--- src/rtl/ctrl_pkg.sv ---
// Shared opcodes, FSM state encoding and instruction-class types for the multicycle control.
package ctrl_pkg;

    localparam logic [6:0] OP_ARTH  = 7'b0110011;
    localparam logic [6:0] OP_ADDI  = 7'b0010011;
    localparam logic [6:0] OP_LOAD  = 7'b0000011;
    localparam logic [6:0] OP_STORE = 7'b0100011;
    localparam logic [6:0] OP_BR    = 7'b1100011;
    localparam logic [6:0] OP_JAL   = 7'b1101111;

    typedef enum logic [3:0] {
        S_IDLE     = 4'd0,
        S_FETCH    = 4'd1,
        S_DECODE   = 4'd2,
        S_EXEC_R   = 4'd3,
        S_EXEC_I   = 4'd4,
        S_WB_ALU   = 4'd5,
        S_MEM_ADDR = 4'd6,
        S_MEM_RD   = 4'd7,
        S_WB_MEM   = 4'd8,
        S_MEM_WR   = 4'd9,
        S_BRANCH   = 4'd10,
        S_JUMP     = 4'd11,
        S_TRAP     = 4'd12
    } state_t;

    typedef enum logic [2:0] {
        CL_NONE    = 3'd0,
        CL_R       = 3'd1,
        CL_ADDI    = 3'd2,
        CL_LOAD    = 3'd3,
        CL_STORE   = 3'd4,
        CL_BR      = 3'd5,
        CL_JAL     = 3'd6,
        CL_ILLEGAL = 3'd7
    } class_t;

    typedef enum logic [1:0] {
        ALU_ADD = 2'd0,
        ALU_SUB = 2'd1,
        ALU_OR  = 2'd2,
        ALU_AND = 2'd3
    } alu_op_t;

    typedef struct packed {
        class_t  cls;
        alu_op_t alu;
    } decode_t;

    // ALU control bundle {BSEL, CISEL, LogicalOp, LOGICAL_OA} for an R-type operation
    function automatic logic [3:0] alu_ctl(input alu_op_t op);
        logic [3:0] ctl;
        ctl = 4'b0000;
        case (op)
            ALU_SUB: ctl = 4'b1100;
            ALU_OR:  ctl = 4'b0010;
            ALU_AND: ctl = 4'b0011;
            default: ctl = 4'b0000;
        endcase
        return ctl;
    endfunction

endpackage

--- src/rtl/ctrl_classify.sv ---
// Combinational instruction classifier: opcode/funct fields -> class and ALU operation.
module ctrl_classify
    import ctrl_pkg::*;
#(
    parameter int unsigned EN_JAL = 1,
    parameter int unsigned EN_SUB = 1
)(
    input  logic [6:0] i_op,
    input  logic [2:0] i_funct3,
    input  logic [6:0] i_funct7,
    output decode_t    o_dec
);

    // Anything not explicitly recognised falls through to ILLEGAL
    always_comb begin
        o_dec.cls = CL_ILLEGAL;
        o_dec.alu = ALU_ADD;
        case (i_op)
            OP_ARTH: begin
                case (i_funct3)
                    3'b000: begin
                        o_dec.cls = CL_R;
                        o_dec.alu = ((EN_SUB != 0) && (i_funct7 != 7'd0)) ? ALU_SUB : ALU_ADD;
                    end
                    3'b110: begin
                        o_dec.cls = CL_R;
                        o_dec.alu = ALU_OR;
                    end
                    3'b111: begin
                        o_dec.cls = CL_R;
                        o_dec.alu = ALU_AND;
                    end
                    default: o_dec.cls = CL_ILLEGAL;
                endcase
            end
            OP_ADDI:  o_dec.cls = CL_ADDI;
            OP_LOAD:  o_dec.cls = CL_LOAD;
            OP_STORE: o_dec.cls = CL_STORE;
            OP_BR:    o_dec.cls = (i_funct3 == 3'b000) ? CL_BR : CL_ILLEGAL;
            OP_JAL:   o_dec.cls = (EN_JAL != 0) ? CL_JAL : CL_ILLEGAL;
            default:  o_dec.cls = CL_ILLEGAL;
        endcase
    end

endmodule

--- src/rtl/multicycle_control.sv ---
// Multicycle RV32 control FSM: sequences fetch/decode/execute/memory/write-back with a
// memory handshake, wait timeout and sticky fault trap.
module multicycle_control
    import ctrl_pkg::*;
#(
    parameter int unsigned MEM_TIMEOUT = 15,
    parameter int unsigned EN_JAL      = 1,
    parameter int unsigned EN_SUB      = 1
)(
    input  logic       clk,
    input  logic       reset,
    input  logic       run,
    input  logic [6:0] OP,
    input  logic [2:0] funct3,
    input  logic [6:0] funct7,
    input  logic       mem_ready,
    input  logic       zero,
    output logic       PCWrite,
    output logic       PCSrc,
    output logic       IRWrite,
    output logic       MemRead,
    output logic       MemWrite,
    output logic       RegWrite,
    output logic       MemtoReg,
    output logic       ALUSrc,
    output logic       BSEL,
    output logic       CISEL,
    output logic       LogicalOp,
    output logic       LOGICAL_OA,
    output logic       Branch,
    output logic       Jump,
    output logic       fault,
    output logic [3:0] state_o
);

    localparam int unsigned     CNT_W   = (MEM_TIMEOUT < 2) ? 1 : $clog2(MEM_TIMEOUT + 1);
    localparam logic [CNT_W-1:0] CNT_MAX = '1;
    localparam logic [CNT_W-1:0] CNT_LIM = CNT_W'(MEM_TIMEOUT);

    state_t           r_state;
    state_t           w_next;
    class_t           r_class;
    alu_op_t          r_alu;
    logic [CNT_W-1:0] r_wait_cnt;
    logic             r_fault;
    decode_t          w_dec;
    logic             w_mem_state;
    logic             w_timeout;
    logic             w_wait_clr;

    ctrl_classify #(
        .EN_JAL (EN_JAL),
        .EN_SUB (EN_SUB)
    ) u_classify (
        .i_op     (OP),
        .i_funct3 (funct3),
        .i_funct7 (funct7),
        .o_dec    (w_dec)
    );

    assign w_mem_state = (r_state == S_FETCH) || (r_state == S_MEM_RD) || (r_state == S_MEM_WR);
    assign w_timeout   = (MEM_TIMEOUT != 0) && w_mem_state && !mem_ready && (r_wait_cnt == CNT_LIM);
    assign w_wait_clr  = (w_next != r_state) &&
                         ((w_next == S_FETCH) || (w_next == S_MEM_RD) || (w_next == S_MEM_WR));

    // State register
    always_ff @(posedge clk or posedge reset) begin
        if (reset) begin
            r_state <= S_IDLE;
        end else begin
            r_state <= w_next;
        end
    end

    // Latch the decoded class and ALU operation for use by the later states
    always_ff @(posedge clk or posedge reset) begin
        if (reset) begin
            r_class <= CL_NONE;
            r_alu   <= ALU_ADD;
        end else if (r_state == S_DECODE) begin
            r_class <= w_dec.cls;
            r_alu   <= w_dec.alu;
        end
    end

    // Memory wait counter: restarts on entering a memory state, saturates while stalled
    always_ff @(posedge clk or posedge reset) begin
        if (reset) begin
            r_wait_cnt <= '0;
        end else if (w_wait_clr) begin
            r_wait_cnt <= '0;
        end else if (w_mem_state && !mem_ready && (r_wait_cnt != CNT_MAX)) begin
            r_wait_cnt <= r_wait_cnt + CNT_W'(1);
        end
    end

    // Sticky fault, set on any entry into TRAP
    always_ff @(posedge clk or posedge reset) begin
        if (reset) begin
            r_fault <= 1'b0;
        end else if (w_next == S_TRAP) begin
            r_fault <= 1'b1;
        end
    end

    // Next-state and Moore output decode (FETCH write strobes gated by mem_ready)
    always_comb begin
        w_next     = r_state;
        PCWrite    = 1'b0;
        PCSrc      = 1'b0;
        IRWrite    = 1'b0;
        MemRead    = 1'b0;
        MemWrite   = 1'b0;
        RegWrite   = 1'b0;
        MemtoReg   = 1'b0;
        ALUSrc     = 1'b0;
        BSEL       = 1'b0;
        CISEL      = 1'b0;
        LogicalOp  = 1'b0;
        LOGICAL_OA = 1'b0;
        Branch     = 1'b0;
        Jump       = 1'b0;

        case (r_state)
            S_IDLE: begin
                if (run) w_next = S_FETCH;
            end
            S_FETCH: begin
                MemRead = 1'b1;
                IRWrite = mem_ready;
                PCWrite = mem_ready;
                if (mem_ready)      w_next = S_DECODE;
                else if (w_timeout) w_next = S_TRAP;
            end
            S_DECODE: begin
                case (w_dec.cls)
                    CL_R:     w_next = S_EXEC_R;
                    CL_ADDI:  w_next = S_EXEC_I;
                    CL_LOAD:  w_next = S_MEM_ADDR;
                    CL_STORE: w_next = S_MEM_ADDR;
                    CL_BR:    w_next = S_BRANCH;
                    CL_JAL:   w_next = S_JUMP;
                    default:  w_next = S_TRAP;
                endcase
            end
            S_EXEC_R: begin
                {BSEL, CISEL, LogicalOp, LOGICAL_OA} = alu_ctl(r_alu);
                w_next = S_WB_ALU;
            end
            S_EXEC_I: begin
                ALUSrc = 1'b1;
                w_next = S_WB_ALU;
            end
            S_WB_ALU: begin
                RegWrite = 1'b1;
                ALUSrc   = (r_class == CL_ADDI);
                {BSEL, CISEL, LogicalOp, LOGICAL_OA} = alu_ctl(r_alu);
                w_next = run ? S_FETCH : S_IDLE;
            end
            S_MEM_ADDR: begin
                ALUSrc = 1'b1;
                w_next = (r_class == CL_STORE) ? S_MEM_WR : S_MEM_RD;
            end
            S_MEM_RD: begin
                MemRead = 1'b1;
                if (mem_ready)      w_next = S_WB_MEM;
                else if (w_timeout) w_next = S_TRAP;
            end
            S_WB_MEM: begin
                RegWrite = 1'b1;
                MemtoReg = 1'b1;
                w_next   = run ? S_FETCH : S_IDLE;
            end
            S_MEM_WR: begin
                MemWrite = 1'b1;
                if (mem_ready)      w_next = run ? S_FETCH : S_IDLE;
                else if (w_timeout) w_next = S_TRAP;
            end
            S_BRANCH: begin
                Branch  = 1'b1;
                BSEL    = 1'b1;
                CISEL   = 1'b1;
                PCWrite = zero;
                PCSrc   = 1'b1;
                w_next  = run ? S_FETCH : S_IDLE;
            end
            S_JUMP: begin
                Jump     = 1'b1;
                PCWrite  = 1'b1;
                PCSrc    = 1'b1;
                RegWrite = 1'b1;
                w_next   = run ? S_FETCH : S_IDLE;
            end
            S_TRAP: begin
                w_next = S_TRAP;
            end
            default: begin
                w_next = S_IDLE;
            end
        endcase
    end

    assign fault   = r_fault;
    assign state_o = r_state;

endmodule

--- config.mk ---
export PLATFORM = sky130hd
export DESIGN_NAME = multicycle_control
export DESIGN_NICKNAME = d
export VERILOG_FILES = /design/src/rtl/ctrl_pkg.sv /design/src/rtl/ctrl_classify.sv /design/src/rtl/multicycle_control.sv
export SDC_FILE = /design/constraint.sdc
export NUM_CORES = 1
export LEC_CHECK = 0
export ABC_AREA = 1
export CORE_ASPECT_RATIO = 0.75
export CORE_MARGIN = 10
export CORE_UTILIZATION = 42
export DETAILED_ROUTE_END_ITERATION = 7
export PLACE_DENSITY = 0.76
export SYNTH_ARGS = -nofsm -noshare
export SYNTH_HDL_FRONTEND = slang
export SYNTH_HIERARCHICAL = 1
export SYNTH_SLANG_ARGS = --single-unit
--- constraint.sdc ---
create_clock -name clk -period 1.5 [get_ports clk]
set_input_delay 0.375 -clock clk [delete_from_list [all_inputs] [get_ports clk]]
set_output_delay 0.375 -clock clk [all_outputs]
set_load 0.05 [all_outputs]
==> impl_metrics.yaml, run 1 <==
clock_tree:
  cts_root_buffer: "clkbuf_8"
  cts_hold_buf: 0
  cts_max_path_buffers: 2
  postCtsSetupRepairBufs: 40
  cts_max_level: 1
  cts_resized: 117
  numCtsBuffers: 3
  cts_sinks: 14
logic_synthesis:
  synth_simple_gate_area_share_pct: 49.27
  synth_fa_ha_area_share_pct: 0.9699
  synth-compound-area-share_pct: 10.67
  netlist_instances: 211
  postSynthAreaPerCell_um2: 6.114
  ys_seq_elements: 14
  synth_mux_area_share_pct: 0
  ys_seq_area_share_pct: 27.16
  synth_warnings: 6
  syn_area_um2: 1290
  synth_fp_nets: 234
  synth-xor-area-share_pct: 2.037
  yosysUniqueCellTypes: 28
  synth_top_family_by_area: "simple AND/OR/NAND/NOR gates"
floorplan:
  die_height_um: 68.00
  initial_core_util_pct: 43.95
  io_pins: 41
  die_w_um: 84.00
  fp-row-count: 17
run_status:
  error: "[ERROR DPL-0038] Utilization greater than 100%, impossible to legalize"
  lastStage: "4_1_cts"
  status: "aborted with a tool error"
placed_design:
  gp_congestion: 0.9381
  io_buffers: 40
  dp.final_hpwl_um: 3849
  placed_cells: 341
  place_ws_ns: -1.177
cell families after synthesis:
group | count (synthesis)
compound gates | 25
xor+xnor | 3
fa+ha+maj | 1
buf+inv | 33
flops | 14
simple gates | 135
Yosys cell counts (all sizes together):
master,instances,area (um2)
buf,1,7.510
a21o,1,7.510
dfrtp,14,350.3
xor2,2,17.52
nand4,7,50.05
and2,1,6.260
nor2,41,195.2
nand3,20,105.1
a21oi,9,45.04
o21ai,12,60.05
nand2,63,264.0
inv,31,116.4
nor3,3,15.01
o41ai,1,8.760
o211ai,1,7.510
ha,1,12.51
o32ai,1,8.760
xnor2,1,8.760
clkbuf,1,3.750
metrics by stage:
step	instance area [um2]	TNS (ns)	util [%]
floorplan	1405	-5.684	-
global placement	2434	-11.08	82.91
detailed placement	2434	-12.44	82.91
==> run 2, diff against run 1 <==
--- a/config.mk
+++ b/config.mk
@@ -6,11 +6,10 @@
 export NUM_CORES = 1
 export LEC_CHECK = 0
 export ABC_AREA = 1
-export CORE_ASPECT_RATIO = 0.75
 export CORE_MARGIN = 10
-export CORE_UTILIZATION = 42
+export CORE_UTILIZATION = 30
 export DETAILED_ROUTE_END_ITERATION = 7
-export PLACE_DENSITY = 0.76
+export PLACE_DENSITY_LB_ADDON = 0.15
 export SYNTH_ARGS = -nofsm -noshare
 export SYNTH_HDL_FRONTEND = slang
 export SYNTH_HIERARCHICAL = 1
==> constraint.sdc (replaced) <==
create_clock -name clk -period 2 [get_ports clk]
set_input_delay 0.5 -clock clk [delete_from_list [all_inputs] [get_ports clk]]
set_output_delay 0.5 -clock clk [all_outputs]
set_load 0.05 [all_outputs]
==> run 2 against run 1 <==
  * The flow now finishes, with violations (negative setup slack)
  * Synthesized area unchanged
  * Synthesized cell count did not move
==> impl_metrics.yaml, run 2 <==
cells_and_area:
  fin_area_um2: 3068
  final_common_cell: "buf_4"
  multi_input_area_um2: 1146
  fin_cells: 400
  fin_util_pct: 75.08
  final_cell_mix: "buf_4 (89), nand2_1 (41), buf_6 (20)"
  ff_latch_area_um2: 355.3
  antenna_cells: 0
  syn2layout_area_growth_pct: 137.8
  layout-drive-gt1-share_pct: 61.71
  nNetsFinal: 374
  fillers: 256
power:
  p_leak_nw: 1.530
  internal_power_mw: 1.688
  clkPwrFrac_pct: 8.4
  p_seq_share_pct: 15.1
  p_sw_mw: 1.736
  power.density_nw_per_um2: 1116
  switching_share_pct: 50.70
  ir_drop_v: 0.0008394
  power_mw: 3.424
  p_comb_share_pct: 76.5
logic_synthesis:
  synth_top_area_share_pct: 27.16
  synthTopCellsByArea: "dfrtp_1 (27%), nand2_1 (16%), nor2_1 (9.3%)"
  syn_area_um2: 1290
  ys_seq_elements: 14
  ys_seq_area_share_pct: 27.16
  yosysUniqueCellTypes: 28
  synth_common_cells: "nand2_1 (56), nor2_1 (32), inv_1 (27), nand3_1 (19), dfrtp_1 (14)"
  netlist_instances: 211
  synth_warnings: 6
  yosysTopAreaCell: "dfrtp_1"
  postSynthAreaPerCell_um2: 6.114
  synth-main-ff-cell: "dfrtp_1"
  synth_fp_nets: 234
  synth_edf_count: 0
  synth_most_common_cell: "nand2_1"
  async_reset_ff_share_pct: 100.0
global_route:
  overflow: 0
  grt.total_usage_pct: 13.56
  grt_pass1_wl_um: 8480
  grt_max_degree: 15
  antenna_found_initial: 0
  grt_pass1_vias: 1916
floorplan:
  dieArea_um2: 7323
  die_height_um: 85.58
  io_pins: 41
  die_w_um: 85.58
  core_area_um2: 4086
  initial_core_util_pct: 31.57
  fp-row-count: 23
setup_path:
  path_class: "in -> reg"
  crit_fanout: 7
  start_kind: "input pin"
  crit_required_ns: 2.18
  r2r_cells: 14
  endpoint_kind: "flop"
  worstPathArrival_ns: 2.37
  r2r_setup_slack_ns: -0.14
min_path:
  min_path_cells: 1
  holdCritPathClass: "reg -> reg"
run_status:
  status: "finished with violations"
  failed_checks: "negative setup slack"
placed_design:
  dp.final_hpwl_um: 3250
  place_ws_ns: -0.7779
  placed_cells: 333
  io_buffers: 40
  dpl_cell_area_um2: 2213
  gp_congestion: 0.9261
detailed_routing:
  vias: 1982
  firstDrtPassIters: 4
  wl_per_cell_um: 15.53
  routed_wirelength_um: 6213
  drt-initial-drc-count: 138
  antenna_left: 0
  drc: 0
  via_per_inst: 4.955
timing:
  worstMarginPinSlew_ns: 0.5771
  period_share_pct: 110.0
  relSlewSlack_pct: 61.48
  fin_setup_tns_ns: -1.299
  skew_ns: 0.006315
  rsz0062_at_grt: "yes"
  finalCriticalPeriod_ns: 2.199
  fmax_ghz: 0.4547
  final_max_slew_viol_count: 0
  setup_viol_count_final: 11
  setup_ws_ns: -0.1991
  final_hold_viol_count: 0
  timing.hold.ws_ns: 0.4652
clock_tree:
  cts_root_buffer: "clkbuf_8"
  cts_hold_buf: 0
  cts_tree: "yes"
  cts_max_level: 1
  numCtsBuffers: 3
  clk_pin_slew_ns: 0.07
  worstSkewPairLatency_ns: 0.25
  cts_max_path_buffers: 2
  cts_sinks: 14
flow_run:
  maxCapViolations: 0
==> run 2: cell counts after synthesis <==
Identical to the previous run, type by type.
==> run 2: cell type report <==
class                           count  area share (%)
Timing Repair Buffer              137           43.07
Sequential cell                    14           11.58
Clock buffer                        4           1.794
Inverter                           31           4.160
Multi-Input combinational cell    164           37.36
Tap cell                           50           2.039
==> run 2: final timing paths <==
| path | to | startpoint |
|---|---|---|
| worst max-delay path | r_wait_cnt[2]$_DFFE_PP0P_ | OP[4] |
| worst min-delay path | fault$_DFFE_PP0N_ | fault$_DFFE_PP0N_ |
| worst max register to register | r_wait_cnt[2]$_DFFE_PP0P_ | state_o[3]$_DFF_PP0_ |
| worst min register to register | fault$_DFFE_PP0N_ | fault$_DFFE_PP0N_ |
| max in group asynchronous | state_o[1]$_DFF_PP0_ | reset |
| min in group asynchronous | fault$_DFFE_PP0N_ | reset |
==> run 2: logic make-up (layout without fill, tap and decap cells) <==
| kind of cell | after synthesis | count (layout) | synth area share (%) |
|---|---|---|---|
| DFF | 14 | 14 | 27.16 |
| adders and majority gates | 1 | 1 | 0.9698 |
| AOI/OAI and AO/OA | 25 | 25 | 10.67 |
| and+or+nand+nor | 135 | 135 | 49.27 |
| buffers and inverters | 33 | 172 | 9.893 |
| xor gates and xnor gates | 3 | 3 | 2.037 |
==> run 2: metal layers <==
layer	GRT usage, %	vias to the layer above	wire [um]
li1	-	954	-
met1	15.47	914	2407
met2	23.91	86	3162
met3	2.933	28	367
met4	5.240	0	275
met5	0	-	0
==> run 2: power by group through the flow <==
| stage | combinational [mW] | clock [mW] | sequential [mW] |
|---|---|---|---|
| finish | 2.62 | 0.287 | 0.518 |
| global route | 2.79 | 0.303 | 0.530 |
| CTS | 2.30 | 0.287 | 0.505 |
| detailed placement | 1.93 | 0 | 0.497 |
| global placement | 1.93 | 0 | 0.496 |
| floorplan | 1.08 | 0 | 0.601 |
==> run 2: timing repair <==
| item | in CTS | in global routing |
|---|---|---|
| resized for setup | 83 | 60 |
| endpoints found under the setup margin | 17 | 16 |
| buffers inserted | 50 | 17 |
| pin swaps | 34 | 35 |
| endpoints found under the hold margin | 0 | 0 |
| gates cloned | 0 | 0 |
==> run 2: worst max-delay path: stages <==
cell and delay, ns:
buf_8 0.10, inv_2 0.08, nand2_4 0.08, nor2_1 0.18, nand2_1 0.12, o21ai_4 0.09, nand3_4 0.12, buf_4 0.16
nand2_2 0.05, nand2_1 0.06, nand2_1 0.08, nand2_1 0.05, nand2_1 0.09, inv_2 0.06, nand2_4 0.08, o21ai_1 0.06
nor2_1 0.13, nand2_2 0.10, a21oi_2 0.15
(Power assumes the default switching activity.)
